==> src/rtl/i2s_sound_pkg.sv <==
// i2s_sound_pkg: shared widths and saturation limits for the I2S sound serializer
package i2s_sound_pkg;
    localparam int SAMPLE_W    = 16;
    localparam int VOL_W       = 4;
    localparam int VOL_UNITY   = 8;
    localparam int VOL_SHIFT   = 3;
    localparam int FRAME_SLOTS = 32;
    localparam logic signed [SAMPLE_W-1:0] SAT_MAX = 16'sh7FFF;
    localparam logic signed [SAMPLE_W-1:0] SAT_MIN = 16'sh8000;
endpackage

==> src/rtl/sound_gain_sat.sv <==
// sound_gain_sat: per-channel 4-bit gain (unity = 8) with saturation, two-stage registered
module sound_gain_sat
    import i2s_sound_pkg::*;
(
    input  logic                clk,
    input  logic                reset_n,
    input  logic                enable,
    input  logic [SAMPLE_W-1:0] sample,
    input  logic [VOL_W-1:0]    vol,
    output logic [SAMPLE_W-1:0] gain
);
    localparam int P_W = SAMPLE_W + VOL_W + 1;
    localparam int Q_W = P_W - VOL_SHIFT;

    logic signed [P_W-1:0] prod;
    logic signed [P_W-1:0] prod_q;
    logic signed [Q_W-1:0] q;
    logic [SAMPLE_W-1:0]   sat;

    assign prod = $signed(sample) * $signed({1'b0, vol});
    // Dropping the low bits of a signed value is the floor-toward-minus-infinity shift.
    assign q    = prod_q[P_W-1:VOL_SHIFT];
    assign sat  = (q > 18'sd32767) ? SAT_MAX : (q < -18'sd32768) ? SAT_MIN : q[SAMPLE_W-1:0];

    always_ff @(posedge clk or negedge reset_n) begin
        if (!reset_n) begin
            prod_q <= '0;
            gain   <= '0;
        end else if (enable) begin
            prod_q <= prod;
            gain   <= sat;
        end
    end
endmodule

==> src/rtl/i2s_sound_serializer.sv <==
// i2s_sound_serializer: stereo gain stage feeding a Philips I2S transmitter (BCLK/LRCLK/SDATA)
module i2s_sound_serializer
    import i2s_sound_pkg::*;
#(
    parameter int BCLK_DIV = 4
) (
    input  logic                clk,
    input  logic                reset_n,
    input  logic                enable,
    input  logic [SAMPLE_W-1:0] sound_in_l,
    input  logic [SAMPLE_W-1:0] sound_in_r,
    input  logic [VOL_W-1:0]    vol_l,
    input  logic [VOL_W-1:0]    vol_r,
    output logic                i2s_bclk,
    output logic                i2s_lrclk,
    output logic                i2s_sdata,
    output logic                frame_start
);
    localparam int SLOT_W = $clog2(FRAME_SLOTS);

    logic [7:0]            div_cnt;
    logic [SLOT_W-1:0]     slot;
    logic [SLOT_W-1:0]     slot_nx;
    logic [2*SAMPLE_W-1:0] frame_word;
    logic [SAMPLE_W-1:0]   g_l;
    logic [SAMPLE_W-1:0]   g_r;
    logic                  div_wrap;
    logic                  fall;
    logic                  capture;

    sound_gain_sat u_gain_l (
        .clk     (clk),
        .reset_n (reset_n),
        .enable  (enable),
        .sample  (sound_in_l),
        .vol     (vol_l),
        .gain    (g_l)
    );

    sound_gain_sat u_gain_r (
        .clk     (clk),
        .reset_n (reset_n),
        .enable  (enable),
        .sample  (sound_in_r),
        .vol     (vol_r),
        .gain    (g_r)
    );

    assign div_wrap = div_cnt == 8'(BCLK_DIV - 1);
    assign fall     = div_wrap && i2s_bclk;
    assign capture  = fall && slot == SLOT_W'(FRAME_SLOTS - 1);
    assign slot_nx  = slot + 1'b1;

    // frame_word doubles as the shift path: its MSB feeds sdata one BCLK late,
    // so after 31 shifts the previous word's LSB lands in the next slot 0.
    always_ff @(posedge clk or negedge reset_n) begin
        if (!reset_n) begin
            div_cnt     <= '0;
            slot        <= '0;
            frame_word  <= '0;
            i2s_bclk    <= 1'b0;
            i2s_lrclk   <= 1'b0;
            i2s_sdata   <= 1'b0;
            frame_start <= 1'b0;
        end else if (enable) begin
            div_cnt     <= div_wrap ? '0 : div_cnt + 1'b1;
            i2s_bclk    <= i2s_bclk ^ div_wrap;
            frame_start <= capture;
            if (fall) begin
                slot       <= slot_nx;
                i2s_lrclk  <= slot_nx[SLOT_W-1];
                i2s_sdata  <= frame_word[2*SAMPLE_W-1];
                frame_word <= capture ? {g_l, g_r} : frame_word << 1;
            end
        end else begin
            frame_start <= 1'b0;
        end
    end
endmodule

==> config.mk <==
export PLATFORM = sky130hd
export DESIGN_NAME = i2s_sound_serializer
export DESIGN_NICKNAME = d
export VERILOG_FILES = /design/src/rtl/i2s_sound_pkg.sv /design/src/rtl/sound_gain_sat.sv /design/src/rtl/i2s_sound_serializer.sv
export SDC_FILE = /design/constraint.sdc
export NUM_CORES = 1
export LEC_CHECK = 0
export CORE_MARGIN = 3
export CORE_UTILIZATION = 35
export CTS_BUF_LIST = sky130_fd_sc_hd__clkbuf_8
export DETAILED_ROUTE_END_ITERATION = 7
export MAX_ROUTING_LAYER = met4
export PLACE_DENSITY = 0.54
export SYNTH_ARGS = -nofsm -noshare
export SYNTH_HDL_FRONTEND = slang
export SYNTH_SLANG_ARGS = --single-unit
==> constraint.sdc <==
create_clock -name clk -period 3 [get_ports clk]
set_clock_uncertainty 0.05 [all_clocks]
set_input_delay 0.6 -clock clk [delete_from_list [all_inputs] [get_ports clk]]
set_output_delay 0.6 -clock clk [all_outputs]
set_load 0.01 [all_outputs]
==> impl_metrics.yaml, run 1 <==
placement:
  place_hpwl_um: 17200
  dp_cells: 1711
  gp_congestion: 0.785
  place_ws_ns: -1.50
  io_buffers: 46
clock_tree:
  cts_buffer_depth: 2
  cts_root_buffer: "clkbuf_8"
  cts.clk_slew.worst_paths_ns: 0.07
  cts_hold_buffers: 0
  clock_sinks: 116
  insertion_delay_ns: 0.42
  numCtsBuffers: 17
  htreeDepth: 4
  cts_tree: "built"
synthesis:
  synthMuxAreaShare: 0.0552
  synth.largest_area_cell: "dfrtp_1"
  synth.area.top_cells: "dfrtp_1 (28%), fa_1 (13%), ha_1 (9.8%)"
  synth_ff_type: "dfrtp_1"
  synth_nets: 1354
  yosysMostFrequentCell: "inv_1"
  async_flop_share: 1.00
  synth_edf_count: 0
  ys_seq_area_frac: 0.283
  synth_compound_gate_area_share: 0.151
  netlist_instances: 1165
  synth_area_um2: 10300
  synthSimpleGateAreaFrac: 0.181
  synth-xor-area-share: 0.0257
  ys_ff_latch: 116
  synth_fa_ha_area_frac: 0.226
  syn_area_per_cell_um2: 8.81
  synth_top_family_by_area: "adder cells"
  synthTopCellsByCount: "inv_1 (151), nand2_1 (124), dfrtp_1 (116)"
  synth.top_cell.area_share: 0.283
  ys_types: 59
  synth_warnings: 0
floorplan:
  dieArea_um2: 31400
  rows: 62
  fp.dieH_um: 177
  core-area_um2: 28800
  initial_utilization: 0.357
  die_width_um: 177
  io_pins: 47
global_routing:
  grtUsageTotal: 0.157
  grt.overflow.total: 0
  grt_max_degree: 59
  antenna_found_initial: 1
  grt_pass1_vias: 8428
  grt_pass1_wl_um: 40500
setup_path:
  cp_slowest_cell: "fa_1"
  crit_path_max_incr_delay_ns: 0.51
  startpoint: "vol_r[2]"
  reg2reg_from: "div_cnt[4]$_DFFE_PN0P_"
  cp.arrival_ns: 3.81
  path_class: "in2reg"
  worstPathRequired_ns: 3.28
  r2r_cells: 7
  crit_path_cell_trace: "buf_8 -> buf_6 -> and2_4 -> ha_4 -> inv_2 -> fa_1 -> fa_1 -> inv_2 -> ha_4 -> nor2b_4 -> o21a_1 -> o21ai_4 -> a211oi_4 -> buf_6 -> or3_4 -> o311ai_4"
  start_kind: "input pin"
  endpoint_kind: "flip-flop"
  crit_fanout: 7
sta:
  maxSlewViolCount: 0
  hold_viol_final: 0
  fin_crit_sh: 1.18
  tightestPinTransition_ns: 0.978
  rsz0062_at_grt: "yes"
  relSlewSlack: 0.348
  whs_ns: 0.201
  setup_viol: 32
  fin_ws_ns: -0.528
  layout_min_cycle_time_ns: 3.53
  clock.fmax_ghz: 0.283
layout:
  nNetsFinal: 1568
  area_growth_syn_to_layout_pct: 42.9
  instances_no_fill: 1777
  drive_gt1_frac: 0.393
detailed_routing:
  drtAntennaViolNets: 0
  drc: 0
  num_vias: 8411
  via_per_inst: 4.73
  initialDrtViolationCount: 337
  routed_wl_um: 23000
  first_pass_iters: 5
  avgRoutedWirePerCell_um: 12.9
pwr:
  ir_worst_vdd_uv: 271
  power_density_nw_per_um2: 634
  p_leak_uw: 0.00678
min_path:
  hold_path_class: "in2async"
outcome:
  violations: "setup timing"
  status: "finished, violations left"
job:
  maxCapViolations: 0
routing by layer:
layer | part of all wire | track usage | routed length [µm] | vias up
li1 | - | - | - | 4337
met1 | 0.53 | 0.236 | 12200 | 3996
met2 | 0.44 | 0.226 | 10200 | 67
met3 | 0.020 | 0.0206 | 463 | 11
met4 | 0.0063 | 0.0327 | 144 | 0
met5 | 0 | - | 0 | -
layout by cell type, fill, tap and decap left out, types with 7 or more instances in the layout:
cell,n
buf_4,168
dfrtp_1,116
nand2_1,111
inv_1,110
nor2_1,83
fa_1,60
ha_4,59
and2_4,51
and2_1,45
inv_2,44
a21oi_1,36
mux2i_1,33
buf_6,31
a21o_1,27
o21ai_0,22
clkbuf_8,19
nand4_1,17
o211ai_1,17
a21oi_2,17
o21bai_1,17
ha_1,17
a221oi_1,15
xnor2_1,12
mux2_2,12
clkbuf_2,12
a21oi_4,11
o21ai_2,10
nand2_4,9
nand3_1,9
xor2_1,9
mux2_4,9
dlygate4sd2_1,9
buf_2,8
o21a_1,7
clkdlybuf4s15_1,7
sequential cells by signal (all words and copies together), names as in the netlist:
register,count
div_cnt,8
frame_start,1
frame_word,32
i2s_bclk,1
i2s_lrclk,1
i2s_sdata,1
slot,4
u_gain_l.gain,16
u_gain_l.prod_q,18
u_gain_r.gain,16
u_gain_r.prod_q,18
area by class of cell:
| type | instances | area, µm² |
|---|---|---|
| Fill cell | 2657 | 14100 |
| Multi-Input combinational cell | 840 | 8200 |
| Sequential cell | 116 | 2900 |
| Timing Repair Buffer | 250 | 2080 |
| Inverter | 154 | 581 |
| Tap cell | 384 | 480 |
| Clock buffer | 19 | 262 |
| Clock inverter | 13 | 158 |
| Antenna cell | 1 | 2.50 |
repair_timing:
item | in CTS | in global routing
buffers inserted | 23 | 13
endpoints found under the setup margin | 34 | 33
pin swaps | 138 | 107
resized for setup | 223 | 117
gates cloned | 1 | 1
per-stage QoR:
step	cell area, µm²	total power [µW]	util	setup TNS (ns)
after CTS	14200	9090	0.493	-11.28
after global routing	14700	10200	0.509	-12.25
after floorplan	11000	5730	-	-16.46
after detailed placement	12900	7050	0.450	-43.21
final	14700	9300	0.509	-9.92
after global placement	12900	6960	0.450	-41.38
worst paths after layout:
| kind | end | slack [ns] |
|---|---|---|
| setup / recovery | u_gain_r.prod_q[18]$_DFFE_PN0P_ | -0.53 |
| hold / removal | i2s_lrclk$_DFFE_PN0P_ | 0.20 |
| setup reg to reg | frame_word[22]$_DFFE_PN0P_ | 0.76 |
| hold reg to reg | slot[3]$_DFFE_PN0P_ | 0.42 |
| max in group asynchronous | u_gain_r.gain[10]$_DFFE_PN0P_ | 1.96 |
| min in group clk | slot[3]$_DFFE_PN0P_ | 0.42 |
logic make-up (layout without fill, tap and decap cells):
group,after synthesis,count (layout)
flip-flops,116,116
multiplexers,54,54
AND/OR/NAND/NOR,382,382
other,0,1
adder cells (fa/ha/maj),146,146
buffers and inverters,209,436
AO/OA/AOI/OAI,231,231
XOR/XNOR,27,27
critical path: cells and delay by family:
family,cells,cell delay [ns]
adder cells (fa/ha/maj),4,1.45
AND/OR/NAND/NOR,3,0.64
AO/OA/AOI/OAI,4,0.63
buffers and inverters,5,0.45
power by group:
| part | switching, µW | internal (µW) |
|---|---|---|
| clock network | 644 | 863 |
| registers | 675 | 2250 |
| logic | 2260 | 2610 |
Note: power is estimated with default switching activity, not from simulation.
==> inputs of run 2 (changes only) <==
==> constraint.sdc (replaced) <==
create_clock -name clk -period 3 [get_ports clk]
set_clock_uncertainty 0.05 [all_clocks]
set_input_delay 0.6 -clock clk [delete_from_list [all_inputs] [get_ports clk]]
set_output_delay 0.6 -clock clk [all_outputs]
set_load 0.02 [all_outputs]
==> results of run 2 <==
Same layout as run 1 (identical final DEF). Status: finished, violations left: setup timing.
Among the figures that moved: total power 9300 µW -> 9310 µW
==> inputs of run 3 (changes only) <==
- HOLD_SLACK_MARGIN: unset -> 0.1
- clock period: 3 -> 3.3 ns (I/O delays scaled with it)
==> impl_metrics.yaml, run 3 (synthesis gave the netlist of run 1 again) <==
layout:
  seq_area_um2: 2900
  reg_top3: "frame_word x32, u_gain_l.prod_q x18, u_gain_r.prod_q x18"
  instances_no_fill: 1789
  most-common-layout-cells: "buf_4 (165), dfrtp_1 (116), inv_1 (112)"
  largest_register_ff_count: 32
  fin_util: 0.519
  n_antenna_cell: 0
  fill_cells: 2619
  area_growth_syn_to_layout_pct: 45.6
  layout_commonest_cell: "buf_4"
  multi_input_area_um2: 8220
  nNetsFinal: 1583
  stdcell_area_um2: 14900
  drive_gt1_frac: 0.394
  regMostFlops: "frame_word"
global_routing:
  grt_pass1_vias: 8613
  grt_max_degree: 56
  grtUsageTotal: 0.160
  grt_pass1_wl_um: 41200
  grt.overflow.total: 0
  antenna_found_initial: 0
detailed_routing:
  initialDrtViolationCount: 387
  drtAntennaViolNets: 0
  drc: 0
  routed_wl_um: 23500
  avgRoutedWirePerCell_um: 13.1
  num_vias: 8529
  first_pass_iters: 4
  via_per_inst: 4.77
pwr:
  swShare: 0.379
  p_int_uw: 5380
  p_comb_frac: 0.525
  ir_worst_vdd_uv: 254
  power_frac_seq: 0.306
  p_leak_uw: 0.00686
  power_density_nw_per_um2: 580
  switching_power_uw: 3280
  clkPwrFrac: 0.168
sta:
  hold_viol_final: 0
  fin_crit_sh: 1.09
  tightestPinTransition_ns: 0.990
  rsz0062_at_grt: "yes"
  clock.fmax_ghz: 0.277
  setup_viol: 21
  fin_ws_ns: -0.305
  relSlewSlack: 0.340
  maxSlewViolCount: 0
  layout_min_cycle_time_ns: 3.60
clock_tree:
  cts_hold_buffers: 0
  cts_root_buffer: "clkbuf_8"
  cts_buffer_depth: 2
  clock_sinks: 116
  insertion_delay_ns: 0.43
  numCtsBuffers: 17
  cts.clk_slew.worst_paths_ns: 0.07
  htreeDepth: 4
  cts_tree: "built"
floorplan:
  core-area_um2: 28800
  io_pins: 47
  initial_utilization: 0.357
  die_width_um: 177
  rows: 62
  dieArea_um2: 31400
  fp.dieH_um: 177
outcome:
  violations: "setup timing"
  status: "finished, violations left"
job:
  maxCapViolations: 0
placement:
  io_buffers: 46
  placed_area_um2: 13000
  gp_congestion: 0.806
  place_hpwl_um: 17600
  dp_cells: 1714
setup_path:
  crit_fanout: 5
  crit_path_cell_trace: "buf_8 -> buf_6 -> and2_4 -> ha_4 -> fa_1 -> inv_2 -> fa_1 -> inv_2 -> ha_4 -> a21o_1 -> a21o_1 -> a2111oi_2 -> nor2_1 -> or3_1 -> a31o_1"
  endpoint_kind: "flip-flop"
  path_class: "in2reg"
  cp_slowest_cell: "fa_1"
  start_kind: "input pin"
  worstPathRequired_ns: 3.57
  cp.arrival_ns: 3.87
  crit_path_max_incr_delay_ns: 0.50
min_path:
  hold_path_class: "in2async"
run 3: cell types whose count changed in the layout (fill, tap and decap cells not counted), sizes merged:
cell,previous run,this run
bufinv,3,5
clkbuf,31,23
clkinvlp,3,1
clkdlybuf4s15,7,11
dlygate4sd2,9,11
clkinv,5,4
diode,1,0
buf,216,232
run 3: metrics by stage:
step	power, µW	setup slack, ns	setup TNS [ns]	hold slack [ns]
after floorplan	5210	-0.662	-8.84	0.314
after global placement	6350	-1.21	-32.90	0.405
after detailed placement	6440	-1.23	-34.24	0.412
after CTS	8430	-0.376	-3.10	0.247
after global routing	9420	-0.399	-5.42	0.263
final	8670	-0.305	-3.40	0.237
run 3: metal layers:
layer  up-vias  GRT usage  part of all wire
met5         -          -                 0
met4         0     0.0334            0.0083
met3        20     0.0236             0.019
met2        72      0.242              0.46
met1      4068      0.230              0.52
li1       4369          -                 -
run 3: critical path, delay by kind of cell:
kind / cells / cell delay, ns
buffers and inverters: 4 / 0.31
AOI/OAI and AO/OA: 4 / 0.87
and+or+nand+nor: 3 / 0.60
adders and majority gates: 4 / 1.43
run 3: timing repair:
action,in CTS,in global routing
cloned,1,0
pin swaps,156,114
endpoints found under the hold margin,0,0
resized for setup,261,100
endpoints found under the setup margin,33,31
buffers inserted,35,20
run 3: power by group through the flow:
stage	combinational [µW]	sequential, µW	clock [µW]
floorplan	2830	2390	0
global placement	3690	2660	0
detailed placement	3760	2680	0
CTS	4270	2660	1500
global route	5080	2770	1570
finish	4550	2660	1460
run 3: layout make-up:
class,count,area share
Timing Repair Buffer,265,0.155
Sequential cell,116,0.194
Multi-Input combinational cell,840,0.550
Clock buffer,18,0.0166
Tap cell,384,0.0322
Clock inverter,12,0.0126
Inverter,154,0.0389
run 3: worst paths after layout:
kind / from / cells after the start / end / slack [ns]
max: vol_r[3] / 15 / u_gain_r.prod_q[17]$_DFFE_PN0P_ / -0.30
min: reset_n / 1 / frame_word[2]$_DFFE_PN0P_ / 0.24
max reg2reg: div_cnt[4]$_DFFE_PN0P_ / 7 / frame_word[20]$_DFFE_PN0P_ / 1.06
min reg2reg: slot[3]$_DFFE_PN0P_ / 1 / slot[3]$_DFFE_PN0P_ / 0.42
min in group clk: slot[3]$_DFFE_PN0P_ / 1 / slot[3]$_DFFE_PN0P_ / 0.42
max in group asynchronous: reset_n / 2 / u_gain_l.prod_q[4]$_DFFE_PN0P_ / 2.18
